## src/rtl/jtag_tap_ctrl_if.sv

```systemverilog
// Pad-side and test-interface-side signals of the JTAG TAP controller.
// master = TAP controller, slave = the pads / test interface that talk to it.
interface jtag_tap_ctrl_if;
  logic tms_i;
  logic tdi_i;
  logic tdo_o;
  logic tdo_oe_o;
  logic test_logic_reset_o;
  logic capture_dr_o;
  logic shift_dr_o;
  logic pause_dr_o;
  logic update_dr_o;
  logic extest_select_o;
  logic sample_preload_select_o;
  logic mbist_select_o;
  logic debug_select_o;
  logic bs_chain_tdo_i;
  logic debug_tdo_i;
  logic mbist_tdo_i;

  modport master (
    input  tms_i, tdi_i, bs_chain_tdo_i, debug_tdo_i, mbist_tdo_i,
    output tdo_o, tdo_oe_o, test_logic_reset_o,
    output capture_dr_o, shift_dr_o, pause_dr_o, update_dr_o,
    output extest_select_o, sample_preload_select_o, mbist_select_o, debug_select_o
  );

  modport slave (
    output tms_i, tdi_i, bs_chain_tdo_i, debug_tdo_i, mbist_tdo_i,
    input  tdo_o, tdo_oe_o, test_logic_reset_o,
    input  capture_dr_o, shift_dr_o, pause_dr_o, update_dr_o,
    input  extest_select_o, sample_preload_select_o, mbist_select_o, debug_select_o
  );
endinterface

```

## src/rtl/jtag_tap_ctrl.sv

```systemverilog
// IEEE 1149.1 TAP controller: one-hot TAP FSM, IR + decode, BYPASS/IDCODE registers, TDO mux.
// Define JTAG_IDCODE_EN to include the IDCODE instruction and its 32-bit register.
module jtag_tap_ctrl #(
  parameter int unsigned IR_LEN = 4,
`ifdef JTAG_IDCODE_EN
  parameter logic [31:0] IDCODE_VAL = 32'h1180_0F01,
`endif
  parameter logic [IR_LEN-1:0] OP_EXTEST = IR_LEN'(4'b0000),
  parameter logic [IR_LEN-1:0] OP_SAMPLE = IR_LEN'(4'b0001),
  parameter logic [IR_LEN-1:0] OP_IDCODE = IR_LEN'(4'b0010),
  parameter logic [IR_LEN-1:0] OP_DEBUG  = IR_LEN'(4'b1000),
  parameter logic [IR_LEN-1:0] OP_MBIST  = IR_LEN'(4'b1001)
) (
  input  logic            tck_i,
  input  logic            trst_i,
  jtag_tap_ctrl_if.master tap
);

  localparam int S_TLR    = 0;
  localparam int S_RTI    = 1;
  localparam int S_SELDR  = 2;
  localparam int S_CAPDR  = 3;
  localparam int S_SHDR   = 4;
  localparam int S_EX1DR  = 5;
  localparam int S_PDR    = 6;
  localparam int S_EX2DR  = 7;
  localparam int S_UPDDR  = 8;
  localparam int S_SELIR  = 9;
  localparam int S_CAPIR  = 10;
  localparam int S_SHIR   = 11;
  localparam int S_EX1IR  = 12;
  localparam int S_PIR    = 13;
  localparam int S_EX2IR  = 14;
  localparam int S_UPDIR  = 15;

`ifdef JTAG_IDCODE_EN
  localparam bit                IDCODE_EN = 1'b1;
  localparam logic [IR_LEN-1:0] IR_RESET  = OP_IDCODE;
`else
  localparam bit                IDCODE_EN = 1'b0;
  localparam logic [IR_LEN-1:0] IR_RESET  = '1;
`endif

  // One-hot encoding so every state decode below is a single flop output.
  typedef enum logic [15:0] {
    TLR      = 16'h0001,
    RTI      = 16'h0002,
    SEL_DR   = 16'h0004,
    CAP_DR   = 16'h0008,
    SH_DR    = 16'h0010,
    EX1_DR   = 16'h0020,
    PAUSE_DR = 16'h0040,
    EX2_DR   = 16'h0080,
    UPD_DR   = 16'h0100,
    SEL_IR   = 16'h0200,
    CAP_IR   = 16'h0400,
    SH_IR    = 16'h0800,
    EX1_IR   = 16'h1000,
    PAUSE_IR = 16'h2000,
    EX2_IR   = 16'h4000,
    UPD_IR   = 16'h8000
  } tap_state_e;

  tap_state_e        state_q, state_d;
  logic [IR_LEN-1:0] ir_q, ir_d;
  logic [IR_LEN-1:0] ir_shift_q, ir_shift_d;
  logic              bypass_q, bypass_d;
  logic              tdo_q, tdo_d;
  logic              tdo_oe_q, tdo_oe_d;
  logic              idcode_tdo;

  logic ins_extest, ins_sample, ins_debug, ins_mbist, ins_idcode, ins_bypass;

  always_ff @(posedge tck_i or posedge trst_i) begin
    if (trst_i) begin
      state_q <= TLR;
    end else begin
      state_q <= state_d;
    end
  end

  always_comb begin
    state_d = state_q;
    case (state_q)
      TLR:      state_d = tap.tms_i ? TLR    : RTI;
      RTI:      state_d = tap.tms_i ? SEL_DR : RTI;
      SEL_DR:   state_d = tap.tms_i ? SEL_IR : CAP_DR;
      CAP_DR:   state_d = tap.tms_i ? EX1_DR : SH_DR;
      SH_DR:    state_d = tap.tms_i ? EX1_DR : SH_DR;
      EX1_DR:   state_d = tap.tms_i ? UPD_DR : PAUSE_DR;
      PAUSE_DR: state_d = tap.tms_i ? EX2_DR : PAUSE_DR;
      EX2_DR:   state_d = tap.tms_i ? UPD_DR : SH_DR;
      UPD_DR:   state_d = tap.tms_i ? SEL_DR : RTI;
      SEL_IR:   state_d = tap.tms_i ? TLR    : CAP_IR;
      CAP_IR:   state_d = tap.tms_i ? EX1_IR : SH_IR;
      SH_IR:    state_d = tap.tms_i ? EX1_IR : SH_IR;
      EX1_IR:   state_d = tap.tms_i ? UPD_IR : PAUSE_IR;
      PAUSE_IR: state_d = tap.tms_i ? EX2_IR : PAUSE_IR;
      EX2_IR:   state_d = tap.tms_i ? UPD_IR : SH_IR;
      UPD_IR:   state_d = tap.tms_i ? SEL_DR : RTI;
      default:  state_d = TLR;
    endcase
  end

  // Undefined opcodes (and IDCODE when the register is absent) fall through to BYPASS.
  always_comb begin
    ins_extest = (ir_q == OP_EXTEST);
    ins_sample = (ir_q == OP_SAMPLE);
    ins_debug  = (ir_q == OP_DEBUG);
    ins_mbist  = (ir_q == OP_MBIST);
    ins_idcode = IDCODE_EN && (ir_q == OP_IDCODE);
    ins_bypass = !(ins_extest || ins_sample || ins_debug || ins_mbist || ins_idcode);
  end

  always_comb begin
    ir_shift_d = ir_shift_q;
    ir_d       = ir_q;
    bypass_d   = bypass_q;
    tdo_d      = 1'b0;
    tdo_oe_d   = state_q[S_SHIR] | state_q[S_SHDR];

    if (state_q[S_CAPIR]) begin
      ir_shift_d = IR_LEN'(2'b01);
    end else if (state_q[S_SHIR]) begin
      ir_shift_d = {tap.tdi_i, ir_shift_q[IR_LEN-1:1]};
    end

    if (state_q[S_TLR]) begin
      ir_d = IR_RESET;
    end else if (state_q[S_UPDIR]) begin
      ir_d = ir_shift_q;
    end

    if (ins_bypass && state_q[S_CAPDR]) begin
      bypass_d = 1'b0;
    end else if (ins_bypass && state_q[S_SHDR]) begin
      bypass_d = tap.tdi_i;
    end

    if (state_q[S_SHIR]) begin
      tdo_d = ir_shift_q[0];
    end else if (state_q[S_SHDR]) begin
      if (ins_extest || ins_sample) begin
        tdo_d = tap.bs_chain_tdo_i;
      end else if (ins_debug) begin
        tdo_d = tap.debug_tdo_i;
      end else if (ins_mbist) begin
        tdo_d = tap.mbist_tdo_i;
      end else if (ins_idcode) begin
        tdo_d = idcode_tdo;
      end else begin
        tdo_d = bypass_q;
      end
    end
  end

  always_ff @(posedge tck_i or posedge trst_i) begin
    if (trst_i) begin
      ir_q       <= IR_RESET;
      ir_shift_q <= '0;
      bypass_q   <= 1'b0;
    end else begin
      ir_q       <= ir_d;
      ir_shift_q <= ir_shift_d;
      bypass_q   <= bypass_d;
    end
  end

`ifdef JTAG_IDCODE_EN
  logic [31:0] idcode_q, idcode_d;

  always_comb begin
    idcode_d = idcode_q;
    if (ins_idcode && state_q[S_CAPDR]) begin
      idcode_d = IDCODE_VAL;
    end else if (ins_idcode && state_q[S_SHDR]) begin
      idcode_d = {tap.tdi_i, idcode_q[31:1]};
    end
  end

  always_ff @(posedge tck_i or posedge trst_i) begin
    if (trst_i) begin
      idcode_q <= '0;
    end else begin
      idcode_q <= idcode_d;
    end
  end

  assign idcode_tdo = idcode_q[0];
`else
  assign idcode_tdo = 1'b0;
`endif

  // TDO changes on the falling edge so the pad is stable across the next rising edge.
  always_ff @(negedge tck_i or posedge trst_i) begin
    if (trst_i) begin
      tdo_q    <= 1'b0;
      tdo_oe_q <= 1'b0;
    end else begin
      tdo_q    <= tdo_d;
      tdo_oe_q <= tdo_oe_d;
    end
  end

  assign tap.tdo_o              = tdo_q;
  assign tap.tdo_oe_o           = tdo_oe_q;
  assign tap.test_logic_reset_o = state_q[S_TLR];
  assign tap.capture_dr_o       = state_q[S_CAPDR];
  assign tap.shift_dr_o         = state_q[S_SHDR];
  assign tap.pause_dr_o         = state_q[S_PDR];
  assign tap.update_dr_o        = state_q[S_UPDDR];

  assign tap.extest_select_o         = ins_extest & ~state_q[S_TLR];
  assign tap.sample_preload_select_o = ins_sample & ~state_q[S_TLR];
  assign tap.mbist_select_o          = ins_mbist  & ~state_q[S_TLR];
  assign tap.debug_select_o          = ins_debug  & ~state_q[S_TLR];

endmodule

```

## src/flat_wrapper.sv

```systemverilog
// flat-port wrapper written by rule: the top's interface ports become plain ports
module jtag_tap_ctrl_flat 
#(
  parameter int unsigned IR_LEN = 4,

  parameter logic [IR_LEN-1:0] OP_EXTEST = IR_LEN'(4'b0000),
  parameter logic [IR_LEN-1:0] OP_SAMPLE = IR_LEN'(4'b0001),
  parameter logic [IR_LEN-1:0] OP_IDCODE = IR_LEN'(4'b0010),
  parameter logic [IR_LEN-1:0] OP_DEBUG  = IR_LEN'(4'b1000),
  parameter logic [IR_LEN-1:0] OP_MBIST  = IR_LEN'(4'b1001)
)
  (tck_i, trst_i, tap_tms_i, tap_tdi_i, tap_bs_chain_tdo_i, tap_debug_tdo_i, tap_mbist_tdo_i, tap_tdo_o, tap_tdo_oe_o, tap_test_logic_reset_o, tap_capture_dr_o, tap_shift_dr_o, tap_pause_dr_o, tap_update_dr_o, tap_extest_select_o, tap_sample_preload_select_o, tap_mbist_select_o, tap_debug_select_o);
  jtag_tap_ctrl_if tap_i ();
  input  logic tck_i;
  input  logic trst_i;
  input wire logic [$bits(tap_i.tms_i)-1:0] tap_tms_i;
  input wire logic [$bits(tap_i.tdi_i)-1:0] tap_tdi_i;
  input wire logic [$bits(tap_i.bs_chain_tdo_i)-1:0] tap_bs_chain_tdo_i;
  input wire logic [$bits(tap_i.debug_tdo_i)-1:0] tap_debug_tdo_i;
  input wire logic [$bits(tap_i.mbist_tdo_i)-1:0] tap_mbist_tdo_i;
  output wire logic [$bits(tap_i.tdo_o)-1:0] tap_tdo_o;
  output wire logic [$bits(tap_i.tdo_oe_o)-1:0] tap_tdo_oe_o;
  output wire logic [$bits(tap_i.test_logic_reset_o)-1:0] tap_test_logic_reset_o;
  output wire logic [$bits(tap_i.capture_dr_o)-1:0] tap_capture_dr_o;
  output wire logic [$bits(tap_i.shift_dr_o)-1:0] tap_shift_dr_o;
  output wire logic [$bits(tap_i.pause_dr_o)-1:0] tap_pause_dr_o;
  output wire logic [$bits(tap_i.update_dr_o)-1:0] tap_update_dr_o;
  output wire logic [$bits(tap_i.extest_select_o)-1:0] tap_extest_select_o;
  output wire logic [$bits(tap_i.sample_preload_select_o)-1:0] tap_sample_preload_select_o;
  output wire logic [$bits(tap_i.mbist_select_o)-1:0] tap_mbist_select_o;
  output wire logic [$bits(tap_i.debug_select_o)-1:0] tap_debug_select_o;
  assign tap_i.tms_i = tap_tms_i;
  assign tap_i.tdi_i = tap_tdi_i;
  assign tap_i.bs_chain_tdo_i = tap_bs_chain_tdo_i;
  assign tap_i.debug_tdo_i = tap_debug_tdo_i;
  assign tap_i.mbist_tdo_i = tap_mbist_tdo_i;
  assign tap_tdo_o = tap_i.tdo_o;
  assign tap_tdo_oe_o = tap_i.tdo_oe_o;
  assign tap_test_logic_reset_o = tap_i.test_logic_reset_o;
  assign tap_capture_dr_o = tap_i.capture_dr_o;
  assign tap_shift_dr_o = tap_i.shift_dr_o;
  assign tap_pause_dr_o = tap_i.pause_dr_o;
  assign tap_update_dr_o = tap_i.update_dr_o;
  assign tap_extest_select_o = tap_i.extest_select_o;
  assign tap_sample_preload_select_o = tap_i.sample_preload_select_o;
  assign tap_mbist_select_o = tap_i.mbist_select_o;
  assign tap_debug_select_o = tap_i.debug_select_o;
  jtag_tap_ctrl #(.IR_LEN(IR_LEN), .OP_EXTEST(OP_EXTEST), .OP_SAMPLE(OP_SAMPLE), .OP_IDCODE(OP_IDCODE), .OP_DEBUG(OP_DEBUG), .OP_MBIST(OP_MBIST)) u_core (.tck_i(tck_i), .trst_i(trst_i), .tap(tap_i));
endmodule
```

## config.mk

```make
export PLATFORM = sky130hd
export DESIGN_NAME = jtag_tap_ctrl_flat
export DESIGN_NICKNAME = d
export VERILOG_FILES = /design/src/rtl/jtag_tap_ctrl_if.sv /design/src/rtl/jtag_tap_ctrl.sv /design/src/flat_wrapper.sv
export SDC_FILE = /design/constraint.sdc
export NUM_CORES = 1
export LEC_CHECK = 0
export ABC_AREA = 1
export CAP_MARGIN = 20
export CORE_MARGIN = 8
export CORE_UTILIZATION = 30
export DETAILED_ROUTE_END_ITERATION = 8
export GPL_TIMING_DRIVEN = 0
export RECOVER_POWER = 50
export SKIP_LAST_GASP = 1
export SYNTH_ARGS = -nofsm -noshare
export SYNTH_HDL_FRONTEND = slang
export SYNTH_SLANG_ARGS = --single-unit
```

## constraint.sdc

```tcl
create_clock -name tck_i -period 2.81 [get_ports tck_i]
set_input_delay 0.843 -clock tck_i [delete_from_list [all_inputs] [get_ports tck_i]]
set_output_delay 0.843 -clock tck_i [all_outputs]
set_load 0.005 [all_outputs]
```

==> impl_metrics.env <==
export IMPL_outcome="finished, violations left"
export IMPL_failed_checks="negative setup slack"
export IMPL_cts_hold_buf=0
export IMPL_path_delay_family="flip-flops"
export IMPL_nFillCells=555
export IMPL_drc=0
export IMPL_cts_tree="built"
export IMPL_coreArea_mm2=0.00501
export IMPL_antenna_found_initial=0
export IMPL_firstDrtPassIters=4
export IMPL_peakVddDrop_v=0.000262
export IMPL_rsz0062_at_grt="yes"
export IMPL_endpoint_kind="output port"
export IMPL_dp_hpwl_mm=2.55
export IMPL_synth_top_area_share_pct=32.9
export IMPL_cts_made_buffers=3
export IMPL_hold_viol=0
export IMPL_switching_power_uw=369
export IMPL_p_comb_share_pct=29.7
export IMPL_layout_commonest_cell="nand2_1"
export IMPL_yosysWarnings=0
export IMPL_synthTopCellsByArea="dfrtp_1, nand2_1, dfstp_2"
export IMPL_switching_share_pct=35.4
export IMPL_crit_arrival_ps=2180
export IMPL_synth_top_area_cell="dfrtp_1"
export IMPL_synth_nets=199
export IMPL_cts_root_buf="clkbuf_8"
export IMPL_place_gp_congestion=0.747
export IMPL_critPathMaxFanout=1
export IMPL_clkPwrFrac_pct=22.0
export IMPL_syn_avg_cell_area_um2=7.93
export IMPL_grt_max_degree=28
export IMPL_die_height_um=87.2
export IMPL_n_antenna_cell=0
export IMPL_synth_seq_area_share_pct=44.8
export IMPL_worstPathBufferInverterCount=1
export IMPL_synthCells=192
export IMPL_fp_dieW_um=87.2
export IMPL_clock_skew_ps=9.46
export IMPL_worst_setup_path_start_kind="register"
export IMPL_synthToLayoutAreaGrowth_pct=15.9
export IMPL_ys_seq_elements=27
export IMPL_num_rows=26
export IMPL_slowest_delay_ps=390
export IMPL_nNetsFinal=220
export IMPL_io_buffers=16
export IMPL_die_area_mm2=0.00761
export IMPL_io_pins=18
export IMPL_final_util_pct=35.2
export IMPL_yosys_cell_types_count=26
export IMPL_track_usage_pct=9.65
export IMPL_worst_hold_slack_ps=524
export IMPL_layout_common_cells="nand2_1, inv_1, nor2_1"
export IMPL_p_int_uw=673
export IMPL_clkSinkCount=27
export IMPL_fin_ws_ps=-217
export IMPL_worstMarginPinSlew_ps=595
export IMPL_vias=1278
export IMPL_grt_pass1_wl_mm=5.77
export IMPL_syn_area_mm2=0.00152
export IMPL_routed_wl_mm=3.37
export IMPL_critical_path_cell_chain="clkbuf_2"
export IMPL_p_leak_uw=0.000886
export IMPL_hold_path_class="register to register"
export IMPL_worst_slew_margin_rel_pct=60.2
export IMPL_cellPowerDensity_mw_per_mm2=590
export IMPL_worstPathRequired_ps=1970
export IMPL_wl_per_cell_um=11.9
export IMPL_seqPwrFrac_pct=48.3
export IMPL_ant_nets=0
export IMPL_initial_core_util_pct=30.4
export IMPL_grt_overflow_total=0
export IMPL_slew_violations=0
export IMPL_clk_pin_slew_worst_paths_ps=90
export IMPL_clk_latency_ps=280
export IMPL_slowest_stage="dfrtn_1"
export IMPL_drv_cap=0
export IMPL_grt_pass1_vias=1259
export IMPL_clock_path_buffers=2
export IMPL_setup_violations=2
export IMPL_crit_type="register to output port"
export IMPL_vias_per_cell=4.53
export IMPL_cts_htree_levels=1
export IMPL_drive_gt1_share_pct=15.1
export IMPL_drtIter0Drc=61
## area by class of cell
class / count / area, um2 / area share [%]
Buffer: 3 / 22.5 / 1.28
Sequential cell: 27 / 682 / 38.6
Timing Repair Buffer: 16 / 150 / 8.50
Tap cell: 70 / 87.6 / 4.96
Multi-Input combinational cell: 128 / 647 / 36.6
Clock buffer: 4 / 45.0 / 2.55
Inverter: 34 / 131 / 7.44
## what timing repair did
item                                   4_1_cts  5_1_grt
pin swaps                                    5        3
resized for setup                           10        2
buffers inserted                             0        0
endpoints found under the hold margin        0        0
setup endpoints to repair                    5        3
## power groups by stage
stage / clock [uW] / combinational (uW) / sequential (uW)
floorplan: 0 / 273 / 509
global placement: 0 / 356 / 516
detailed placement: 0 / 361 / 520
CTS: 238 / 364 / 512
global route: 252 / 358 / 514
finish: 229 / 310 / 504
## per-layer routing
metal	part of all wire [%]	vias up	GRT usage, %
li1	-	649	-
met1	47	600	11.6
met2	47	27	16.1
met3	5.3	2	3.02
met4	0.65	0	2.34
met5	0	-	0
## per-stage QoR
step	area (um2)	setup TNS, ps	std cells	worst slack [ps]	total power (uW)
finish	1770	-423	282	-217	1040
global route	1770	-734	282	-260	1120
CTS	1810	-549	282	-330	1110
detailed placement	1770	-2320	278	-663	881
global placement	1770	-2270	278	-647	872
floorplan	1520	0	192	66.5	782
## synth_stat cells (all sizes together)
cell and n:
nand4 2, nor3 7, buf 2, o21bai 1
inv 33, a31oi 1, nand2 42, dfrtp 20
o22ai 3, nand3 16, dfrtn 2, dfstp 5
clkinv 1, o21ai 7, clkbuf 1, nor2 35
a21oi 12, nand3b 1, o211ai 1
## logic make-up (layout without fill, tap and decap cells)
kind of cell | after synthesis | count (layout) | synth area share (%)
AO/OA/AOI/OAI | 25 | 25 | 8.87
AND/OR/NAND/NOR | 103 | 103 | 36.0
flip-flops | 27 | 27 | 44.8
buffers and inverters | 37 | 57 | 10.4
## final timing paths
kind / slack, ps / startpoint / to / cells past startpoint
setup / recovery: -220 / u_core.tap.tdo_oe_o / tap_tdo_oe_o / 1
hold / removal: 520 / u_core.ir_shift_q[1] / u_core.ir_q[1] / 2
setup reg to reg: 140 / u_core.ir_q[1] / u_core.tap.tdo_o / 7
hold reg to reg: 520 / u_core.ir_shift_q[1] / u_core.ir_q[1] / 2
max in group asynchronous: 50 / trst_i / u_core.tap.tdo_oe_o / 2
min in group asynchronous: 1110 / trst_i / u_core.state_q[3] / 2
## state kept, by name (all words and copies together), names as in the netlist
register,cells
u_core.bypass_q,1
u_core.ir_q,4
u_core.ir_shift_q,4
u_core.state_q,16
u_core.tap.tdo_o,1
u_core.tap.tdo_oe_o,1
(Power assumes the default switching activity.)
